`config.mk`:
```
export PLATFORM = sky130hd
export DESIGN_NAME = bolme_birimi_flat
export DESIGN_NICKNAME = d
export VERILOG_FILES = /design/src/rtl/bolme_birimi_if.sv /design/src/rtl/bolme_birimi.sv /design/src/flat_wrapper.sv
export SDC_FILE = /design/constraint.sdc
export NUM_CORES = 1
export LEC_CHECK = 0
export ABC_AREA = 1
export ABC_CLOCK_PERIOD_IN_PS = 4900
export CAP_MARGIN = 10
export CORE_AREA = 2 2 169 171
export CTS_BUF_LIST = sky130_fd_sc_hd__clkbuf_8
export DETAILED_ROUTE_END_ITERATION = 7
export DIE_AREA = 0 0 171 173
export PLACE_DENSITY = 0.82
export SLEW_MARGIN = 15
export SYNTH_ARGS = -nofsm -noshare
export SYNTH_HDL_FRONTEND = slang
export SYNTH_SLANG_ARGS = --single-unit
```
`constraint.sdc`:
```
create_clock -name clk_i -period 4.9 [get_ports clk_i]
set_clock_uncertainty 0.2 [all_clocks]
set_input_delay 0.49 -clock clk_i [delete_from_list [all_inputs] [get_ports clk_i]]
set_output_delay 0.49 -clock clk_i [all_outputs]
set_load 0.02 [all_outputs]
```
`src/rtl/bolme_birimi_if.sv`:
```
// Request/response bundle between the execute stage and the iterative divider.
interface bolme_birimi_if;
  logic        basla_i;
  logic        iptal_i;
  logic [1:0]  islem_i;
  logic [31:0] bolunen_i;
  logic [31:0] bolen_i;
  logic        mesgul_o;
  logic        bitti_o;
  logic [31:0] sonuc_o;

  modport master (
    output basla_i, iptal_i, islem_i, bolunen_i, bolen_i,
    input  mesgul_o, bitti_o, sonuc_o
  );

  modport slave (
    input  basla_i, iptal_i, islem_i, bolunen_i, bolen_i,
    output mesgul_o, bitti_o, sonuc_o
  );
endinterface

```
`src/rtl/bolme_birimi.sv`:
```
// Iterative restoring radix-2 divider for RV32M DIV/DIVU/REM/REMU.
// Leading zeros of |dividend| are skipped so short operands finish early.
module zero_counter (
  input  logic [31:0] deger,
  output logic [5:0]  sayi
);
  always_comb begin
    sayi = 6'd32;
    for (int i = 0; i < 32; i++) begin
      if (deger[i]) sayi = 6'(31 - i);
    end
  end
endmodule

module bolme_birimi #(
  parameter bit ERKEN_CIKIS = 1'b1
) (
  input  logic          clk_i,
  input  logic          rst_i,
  bolme_birimi_if.slave bus
);
  typedef enum logic [1:0] {BOSTA, HAZIRLA, BOL, SONUC} durum_t;

  durum_t      durum;
  logic [1:0]  islem;
  logic [31:0] a, b, dvd, bmag, q, rem;
  logic [5:0]  sayac;

  logic        isaretli, kalan_mi, neg_q, neg_r, tasma, ozel_mi, buyuk, kabul;
  logic [31:0] abs_a, abs_b, ilk_dvd, rem_yeni, q_yeni, bitis_sonuc, ozel_sonuc;
  logic [5:0]  clz, adim;
  logic [32:0] rem_kay;

  zero_counter u_zero_counter (.deger(abs_a), .sayi(clz));

  always_comb begin
    isaretli = ~islem[0];
    kalan_mi = islem[1];
    abs_a    = (isaretli && a[31]) ? -a : a;
    abs_b    = (isaretli && b[31]) ? -b : b;
    neg_q    = isaretli & (a[31] ^ b[31]);
    neg_r    = isaretli & a[31];
    adim     = ERKEN_CIKIS ? (6'd32 - clz) : 6'd32;
    ilk_dvd  = ERKEN_CIKIS ? (abs_a << clz) : abs_a;
    tasma    = isaretli && (a == 32'h8000_0000) && (b == 32'hFFFF_FFFF);
    ozel_mi  = (b == 32'd0) || tasma || (adim == 6'd0);

    // Divide-by-zero and signed overflow results follow the RISC-V definitions.
    if (b == 32'd0)
      ozel_sonuc = kalan_mi ? a : 32'hFFFF_FFFF;
    else if (tasma)
      ozel_sonuc = kalan_mi ? 32'd0 : 32'h8000_0000;
    else
      ozel_sonuc = 32'd0;

    rem_kay     = {rem, dvd[31]};
    buyuk       = rem_kay >= {1'b0, bmag};
    rem_yeni    = buyuk ? (rem_kay[31:0] - bmag) : rem_kay[31:0];
    q_yeni      = {q[30:0], buyuk};
    bitis_sonuc = kalan_mi ? (neg_r ? -rem_yeni : rem_yeni)
                           : (neg_q ? -q_yeni : q_yeni);
    kabul       = bus.basla_i & ~bus.mesgul_o & ~bus.iptal_i;
  end

  always_ff @(posedge clk_i) begin
    if (rst_i) begin
      durum        <= BOSTA;
      islem        <= 2'd0;
      a            <= 32'd0;
      b            <= 32'd0;
      dvd          <= 32'd0;
      bmag         <= 32'd0;
      q            <= 32'd0;
      rem          <= 32'd0;
      sayac        <= 6'd0;
      bus.mesgul_o <= 1'b0;
      bus.bitti_o  <= 1'b0;
      bus.sonuc_o  <= 32'd0;
    end else if (bus.iptal_i) begin
      durum        <= BOSTA;
      bus.mesgul_o <= 1'b0;
      bus.bitti_o  <= 1'b0;
    end else begin
      case (durum)
        BOSTA, SONUC: begin
          bus.bitti_o <= 1'b0;
          if (kabul) begin
            islem        <= bus.islem_i;
            a            <= bus.bolunen_i;
            b            <= bus.bolen_i;
            bus.mesgul_o <= 1'b1;
            durum        <= HAZIRLA;
          end else begin
            durum <= BOSTA;
          end
        end
        HAZIRLA: begin
          if (ozel_mi) begin
            bus.sonuc_o  <= ozel_sonuc;
            bus.bitti_o  <= 1'b1;
            bus.mesgul_o <= 1'b0;
            durum        <= SONUC;
          end else begin
            dvd   <= ilk_dvd;
            rem   <= 32'd0;
            q     <= 32'd0;
            bmag  <= abs_b;
            sayac <= adim;
            durum <= BOL;
          end
        end
        BOL: begin
          dvd   <= dvd << 1;
          rem   <= rem_yeni;
          q     <= q_yeni;
          sayac <= sayac - 6'd1;
          // The final quotient bit is folded in here so the result is ready in SONUC.
          if (sayac == 6'd1) begin
            bus.sonuc_o  <= bitis_sonuc;
            bus.bitti_o  <= 1'b1;
            bus.mesgul_o <= 1'b0;
            durum        <= SONUC;
          end
        end
        default: durum <= BOSTA;
      endcase
    end
  end
endmodule

```
`src/flat_wrapper.sv`:
```
// flat-port wrapper written by rule: the top's interface ports become plain ports
module bolme_birimi_flat 
#(
  parameter bit ERKEN_CIKIS = 1'b1
)
  (clk_i, rst_i, bus_basla_i, bus_iptal_i, bus_islem_i, bus_bolunen_i, bus_bolen_i, bus_mesgul_o, bus_bitti_o, bus_sonuc_o);
  bolme_birimi_if bus_i ();
  input  logic clk_i;
  input  logic rst_i;
  input wire logic [$bits(bus_i.basla_i)-1:0] bus_basla_i;
  input wire logic [$bits(bus_i.iptal_i)-1:0] bus_iptal_i;
  input wire logic [$bits(bus_i.islem_i)-1:0] bus_islem_i;
  input wire logic [$bits(bus_i.bolunen_i)-1:0] bus_bolunen_i;
  input wire logic [$bits(bus_i.bolen_i)-1:0] bus_bolen_i;
  output wire logic [$bits(bus_i.mesgul_o)-1:0] bus_mesgul_o;
  output wire logic [$bits(bus_i.bitti_o)-1:0] bus_bitti_o;
  output wire logic [$bits(bus_i.sonuc_o)-1:0] bus_sonuc_o;
  assign bus_i.basla_i = bus_basla_i;
  assign bus_i.iptal_i = bus_iptal_i;
  assign bus_i.islem_i = bus_islem_i;
  assign bus_i.bolunen_i = bus_bolunen_i;
  assign bus_i.bolen_i = bus_bolen_i;
  assign bus_mesgul_o = bus_i.mesgul_o;
  assign bus_bitti_o = bus_i.bitti_o;
  assign bus_sonuc_o = bus_i.sonuc_o;
  bolme_birimi #(.ERKEN_CIKIS(ERKEN_CIKIS)) u_core (.clk_i(clk_i), .rst_i(rst_i), .bus(bus_i));
endmodule
```
==> metrics.txt, run 1 <==
Met3 Wirelength=6.86 mm; Hold WS=246 ps; post-DP HPWL=43.1 mm; number of global-route vias before repair=17.5k; min Tclk post-route=4650 ps; Root Buffer=clkbuf_8; Period Utilization, post-route=95.0%; ranking of synthesized cells by area=dfxtp_1 28%, nand2_1 10%, o21ai_0 8.4%; Final Hold Viols=0; asr flop ratio synth=0%; max-cap viol count=0; Fillers=2498; mapped cell area=17000 um^2; antenna violations before repair=0; level count of the clock H-tree=2; GRT Util Overall=38.2%; commonest non-fill, non-tap cell in the layout=nand2_1; setup TNS=0 ps; I/O pin cnt=104; EDFF count, synth=0; layout cells sized above 1=9.24%; die footprint=29600 um^2; gp weighted congestion=1.02; Hold Crit Class=register to register; Combinational Power Share=48.9%; clock-pin slew on the worst setup and hold paths=60 ps; Via density=6.09; Max Slew Vio Count=0; Synth Net Count=2842; NetSw=3.49 mW; area growth from synthesis to layout=16.0%; synthesized area per cell=6.23 um^2; total clock sinks=235; commonest non-fill, non-tap cells in the layout=461 x nand2_1, 337 x nor2_1, 285 x nand3_1, 279 x o21ai_0, 269 x inv_1; Int Power=4.23 mW; Layout Cells excl Fill=3212; Worst setup EP type=register; status=finished, final reports clean; Hold Crit Endpoint=u_core.bus.sonuc_o[8]; Seq/Total Area, Yosys=27.7%; cell area power density=392 nW/um^2; Reg2Reg Depth=23; post-synth top area share=27.7%; TritonCTS clock tree=done; largest buffer count on any clock path=3; Final setup viols=0; Via Count=19.6k; Final Power=7.73 mW; hold path startpoint=u_core.bus.sonuc_o[8]; Vert. Die Dim=173 um; area leader, netlist=dfxtp_1; CP required=5170 ps; Slew headroom=36.9%; worst r2r dst=u_core.bus.sonuc_o[29]; hold buffers post-CTS=0; Leak=8.57 nW; critical path fanouts, max=13; Worst R2R Start=u_core.bmag[15]; Mapped Cells=2729; WS Path Type=register to register; clock latency at the later pin of the worst-skew pair=580 ps; antenna diode count=0; hold path depth=2; antenna-violating nets left=0; die width=171 um; core region area=27600 um^2; r2r setup slk=250 ps; metal2 WL=24.9 mm; Initial Util=61.5%; Initial DRT Pass Iterations=6; wire length per cell=18.5 um; Net Sw Frac=45.2%; # DRC=0; nature of the critical path startpoint=register; #FFs+latches synth=235; yosys warns=0; Seq pwr share=27.0%; Highest Clock Rate=0.215 GHz; first-pass GRT wire length=91.2 mm; Max Used Layer=met4; routed wire length=59.5 mm; Overflow after GRT=0; Distinct cells, synth=61; FP Rows=61; Final nets=2917; largest net degree at the start of global routing=86; First DRT Iteration DRCs=2814; clock buffer count from CTS=42; PortBufs=103; critical path arrival=4920 ps; Synth Flop Type=dfxtp_1; clock group share of total power=24.1%; met1 wire length=25.1 mm; Inst Count DP=3120; worst slew pin tran=946 ps; VDD IR max=345 uV
-- cells by family (layout without fill, tap and decap cells) --
group	count (synthesis)	in the layout	share of synthesized area (%)
buf+inv	424	529	10.1
simple gates	1236	1236	31.9
xor+xnor	79	79	4.20
mux	6	6	0.353
fa+ha+maj	43	43	3.21
compound gates	706	706	22.6
flops	235	235	27.7
-- synthesized netlist by cell type (all sizes together), types with 5 or more instances --
cell and n:
clkbuf 98, nand2 473, ha 42, o221ai 6, nor2 350, xnor2 22
inv 273, nor3 52, a31oi 10, o21a 19, o211ai 13, mux2i 6
a21oi 295, or2 9, dfxtp 235, nand3 291, o21ai 339, a21boi 6
buf 51, nor4 14, xor2 57, nand4 30, o31ai 5
-- state kept, by name, indices dropped and copies added, names as in the netlist, 6 cells and up --
signal,count
u_core.sayac,6
u_core.bus.sonuc_o,32
u_core.a,32
u_core.dvd,32
u_core.rem,32
u_core.b,32
u_core.q,31
u_core.bmag,32
-- through the flow --
stage               util (%)  area [um^2]  setup WS, ps
finish                  71.4        19700           246
CTS                     69.7        19300          72.8
floorplan                  -        17000           767
global placement        66.7        18400           150
global route            71.4        19700         -33.2
detailed placement      66.7        18400          88.3
-- per-layer routing --
layer  vias to the layer above  track usage (%)
met3                       190             6.16
li1                       9289                -
met2                      1198             56.8
met1                      8893             54.9
met5                         -                0
met4                         0             15.0
-- timing repair --
| item | 4_1_cts | 5_1_grt |
|---|---|---|
| endpoints found under the setup margin | 0 | 129 |
| resized for setup | 0 | 56 |
| setup buffers | 0 | 11 |
-- power by group through the flow --
stage	Sequential [mW]	Clock [mW]	Combinational, mW
2_1_floorplan	2.10	0	2.42
4_1_cts	2.08	1.86	3.46
6_report	2.09	1.86	3.78
3_3_place_gp	2.12	0	3.41
5_1_grt	2.09	1.96	4.14
3_5_place_dp	2.12	0	3.44
-- critical path, stage by stage, from the launching register on --
cell and delay, ps:
dfxtp_1 350, inv_1 80, ha_1 340, nand2_1 130
nor2_1 90, nand4_1 80, nor3_1 50, nand3_1 90
o211ai_1 100, a211oi_1 380, nand2_4 160, clkbuf_16 210
o21ai_0 680, nand2_1 170, nor2_1 160, nand2_1 110
o21ai_2 170, nand2_1 140, nor2_2 190, nand2_1 90
o21ai_1 190, o211ai_1 150, a21oi_1 180, nor2_1 50
-- area by class of cell --
class	instances	area, um^2	area share (%)
Clock inverter	21	110	0.558
Sequential cell	235	4710	23.9
Clock buffer	53	729	3.70
Inverter	275	1040	5.26
Multi-Input combinational cell	2070	10800	54.8
Timing Repair Buffer	180	1860	9.45
Tap cell	378	473	2.40
-- worst max-delay path by stage --
| stage | from | to | slack (ps) | cells after the start |
|---|---|---|---|---|
| CTS | u_core.dvd[31] | u_core.bus.sonuc_o[29] | 70 | 31 |
| global placement | u_core.dvd[31] | u_core.bus.sonuc_o[30] | 150 | 31 |
| floorplan | u_core.bmag[2] | u_core.bus.sonuc_o[30] | 770 | 29 |
| finish | u_core.bmag[15] | u_core.bus.sonuc_o[29] | 250 | 23 |
| detailed placement | u_core.dvd[31] | u_core.bus.sonuc_o[29] | 90 | 31 |
| global route | u_core.a[1] | u_core.bus.sonuc_o[23] | -30 | 34 |
No activity file was read; power rests on OpenSTA's default activity.
==> run 2, diff against run 1 <==
- ABC_CLOCK_PERIOD_IN_PS: 4900 -> 5300
- MAX_ROUTING_LAYER: default -> met4
- PLACE_DENSITY: 0.82 -> 0.9
- clock period: 4.9 -> 5.3 ns (I/O delays scaled with it)
==> run 2 against run 1 <==
  * The flow now finishes with violations (DRC)
  * Sequential cell count stayed put
  * Clock-buffer cell count down 3
  * Maximum frequency down 5.5%
  * Total power fell by 11%
  * Global-route usage increased by 2.3 points
  * Combinational power shrank 12%
  * First-iteration DRC count is 6.4% lower
  * Critical endpoint is now u_core.bus.sonuc_o[25]
==> metrics.txt, run 2 (same netlist as run 1, synthesis figures left out) <==
core region area=27600 um^2 (unchanged); nature of the critical path startpoint=register (unchanged); max-cap viol count=0 (unchanged); final setup margin=374 ps (was 246 ps); post-DP HPWL=43.9 mm (was 43.1 mm); commonest non-fill, non-tap cell in the layout=nand2_1 (unchanged); Leak=8.35 nW (was 8.57 nW); CP required=5540 ps (was 5170 ps); Root Buffer=clkbuf_8 (unchanged); critical path arrival=5170 ps (was 4920 ps); PortBufs=103 (unchanged); Final setup viols=0 (unchanged); slowest CP cell=ha_1 (was o21ai_0); I/O pin cnt=104 (unchanged); Layout Cells excl Fill=3189 (was 3212); Vert. Die Dim=173 um (unchanged); hold path depth=2 (unchanged); largest buffer count on any clock path=3 (unchanged); layout cells sized above 1=7.65% (was 9.24%); Highest Clock Rate=0.203 GHz (was 0.215 GHz); Initial DRT Pass Iterations=8 (was 6); Fillers=2448 (was 2498); failing checks=DRC; Worst setup EP type=register (unchanged); largest net degree at the start of global routing=104 (was 86); First DRT Iteration DRCs=2635 (was 2814); hold path startpoint=u_core.bus.sonuc_o[5] (was u_core.bus.sonuc_o[8]); worst slew pin tran=1100 ps (was 946 ps); antenna diode count=0 (unchanged); clock-pin slew on the worst setup and hold paths=60 ps (about the same); final core utilization=69.5% (was 71.4%); cell area power density=358 nW/um^2 (was 392 nW/um^2); Final Hold Viols=0 (unchanged); clock buffer count from CTS=42 (unchanged); WS Path Type=register to register (unchanged); Slew headroom=26.4% (was 36.9%); total clock sinks=235 (unchanged); first-pass GRT wire length=93.3 mm (was 91.2 mm); Hold WS=243 ps (was 246 ps); clock latency at the later pin of the worst-skew pair=570 ps (was 580 ps); Overflow after GRT=0 (unchanged); die width=171 um (unchanged); hold buffers post-CTS=0 (unchanged); Period Utilization, post-route=92.9% (was 95.0%); register area=4700 um^2 (was 4710 um^2); TritonCTS clock tree=done (unchanged); # DRC=1 (was 0); Reg2Reg Depth=26 (was 23); GRT Util Overall=40.5% (was 38.2%); critical path fanouts, max=20 (was 13); Place WS=430 ps (was 88.3 ps); critical path's top delay family=compound AO/OA/AOI/OAI gates (unchanged); gp weighted congestion=1.02 (about the same); routed wire length=58.7 mm (was 59.5 mm); cell mode on critical path=nand2_1 (unchanged); Via density=6.04 (was 6.09); Via Count=19.3k (was 19.6k); multi-input logic area=10600 um^2 (was 10800 um^2); level count of the clock H-tree=2 (unchanged); commonest non-fill, non-tap cells in the layout=461 x nand2_1, 340 x nor2_1, 286 x nand3_1, 286 x o21ai_0, 273 x a21oi_1 (was 461 x nand2_1, 337 x nor2_1, 285 x nand3_1, 279 x o21ai_0, 269 x inv_1); min Tclk post-route=4930 ps (was 4650 ps); worst r2r dst=u_core.bus.sonuc_o[25] (was u_core.bus.sonuc_o[29]); antenna-violating nets left=0 (unchanged); Worst path max stage delay=350 ps (was 680 ps); status=finished with violations (was finished, final reports clean); number of global-route vias before repair=17.5k (about the same); Hold Crit Endpoint=u_core.bus.sonuc_o[5] (was u_core.bus.sonuc_o[8]); Inst Count DP=3122 (was 3120); Hold Crit Class=register to register (unchanged); worst path bufs/invs=2 (unchanged); VDD IR max=276 uV (was 345 uV); Initial Util=61.5% (unchanged); antenna violations before repair=0 (unchanged); wire length per cell=18.4 um (was 18.5 um); r2r setup slk=370 ps (was 250 ps); Final nets=2903 (was 2917); FP Rows=61 (unchanged); area growth from synthesis to layout=13.0% (was 16.0%); Max Slew Vio Count=0 (unchanged); die footprint=29600 um^2 (unchanged); Worst R2R Start=u_core.bmag[2] (was u_core.bmag[15]); setup TNS=0 ps (unchanged)
## run 2: cell count changes in the layout (fill, tap and decap cells not counted), sizes merged
cell,change
clkbuf,-10
inv,-5
clkinv,-1
buf,-7
## run 2: timing repair
action / 4_1_cts / 5_1_grt
endpoints found under the setup margin: 0 / 6
setup buffers: 0 / 2
resized for setup: 0 / 8
## run 2: layout make-up
class | instances | share of cell area (%)
Tap cell | 378 | 2.46
Inverter | 275 | 5.39
Multi-Input combinational cell | 2070 | 55.4
Sequential cell | 235 | 24.5
Clock inverter | 15 | 0.404
Timing Repair Buffer | 166 | 8.31
Clock buffer | 50 | 3.58
## run 2: worst max-delay path by stage
stage | to | cells after the start | from
2_1_floorplan | u_core.bus.sonuc_o[30] | 29 | u_core.bmag[2]
3_3_place_gp | u_core.bus.sonuc_o[25] | 26 | u_core.bmag[2]
3_5_place_dp | u_core.bus.sonuc_o[24] | 26 | u_core.bmag[2]
4_1_cts | u_core.bus.sonuc_o[24] | 26 | u_core.bmag[2]
5_1_grt | u_core.bus.sonuc_o[28] | 28 | u_core.bmag[14]
6_report | u_core.bus.sonuc_o[25] | 26 | u_core.bmag[2]
## run 2: layer usage
layer,routed length [um],track usage [%],vias to the layer above
li1,-,-,9231
met1,25600,57.0,8725
met2,24800,59.0,1141
met3,5950,5.45,179
met4,2430,14.7,0
met5,0,-,-
## run 2: report_power, final
part | leakage [nW] | switching, mW | total, mW | internal (mW)
combinational | 6.01 | 2.26 | 3.34 | 1.08
sequential | 1.91 | 0.0845 | 1.93 | 1.84
clock | 0.430 | 0.774 | 1.62 | 0.846
total | 8.35 | 3.12 | 6.89 | 3.77
## run 2: stage by stage
| stage | power [mW] | cell area, um^2 |
|---|---|---|
| CTS | 6.78 | 19200 |
| detailed placement | 5.17 | 18400 |
| global route | 7.33 | 19200 |
| global placement | 5.14 | 18400 |
| floorplan | 4.18 | 17000 |
| finish | 6.89 | 19200 |
## run 2: tightest hold or removal path: stages (launching register included)
cell,delay (ps)
dfxtp_1,300
inv_1,50
a21oi_1,50
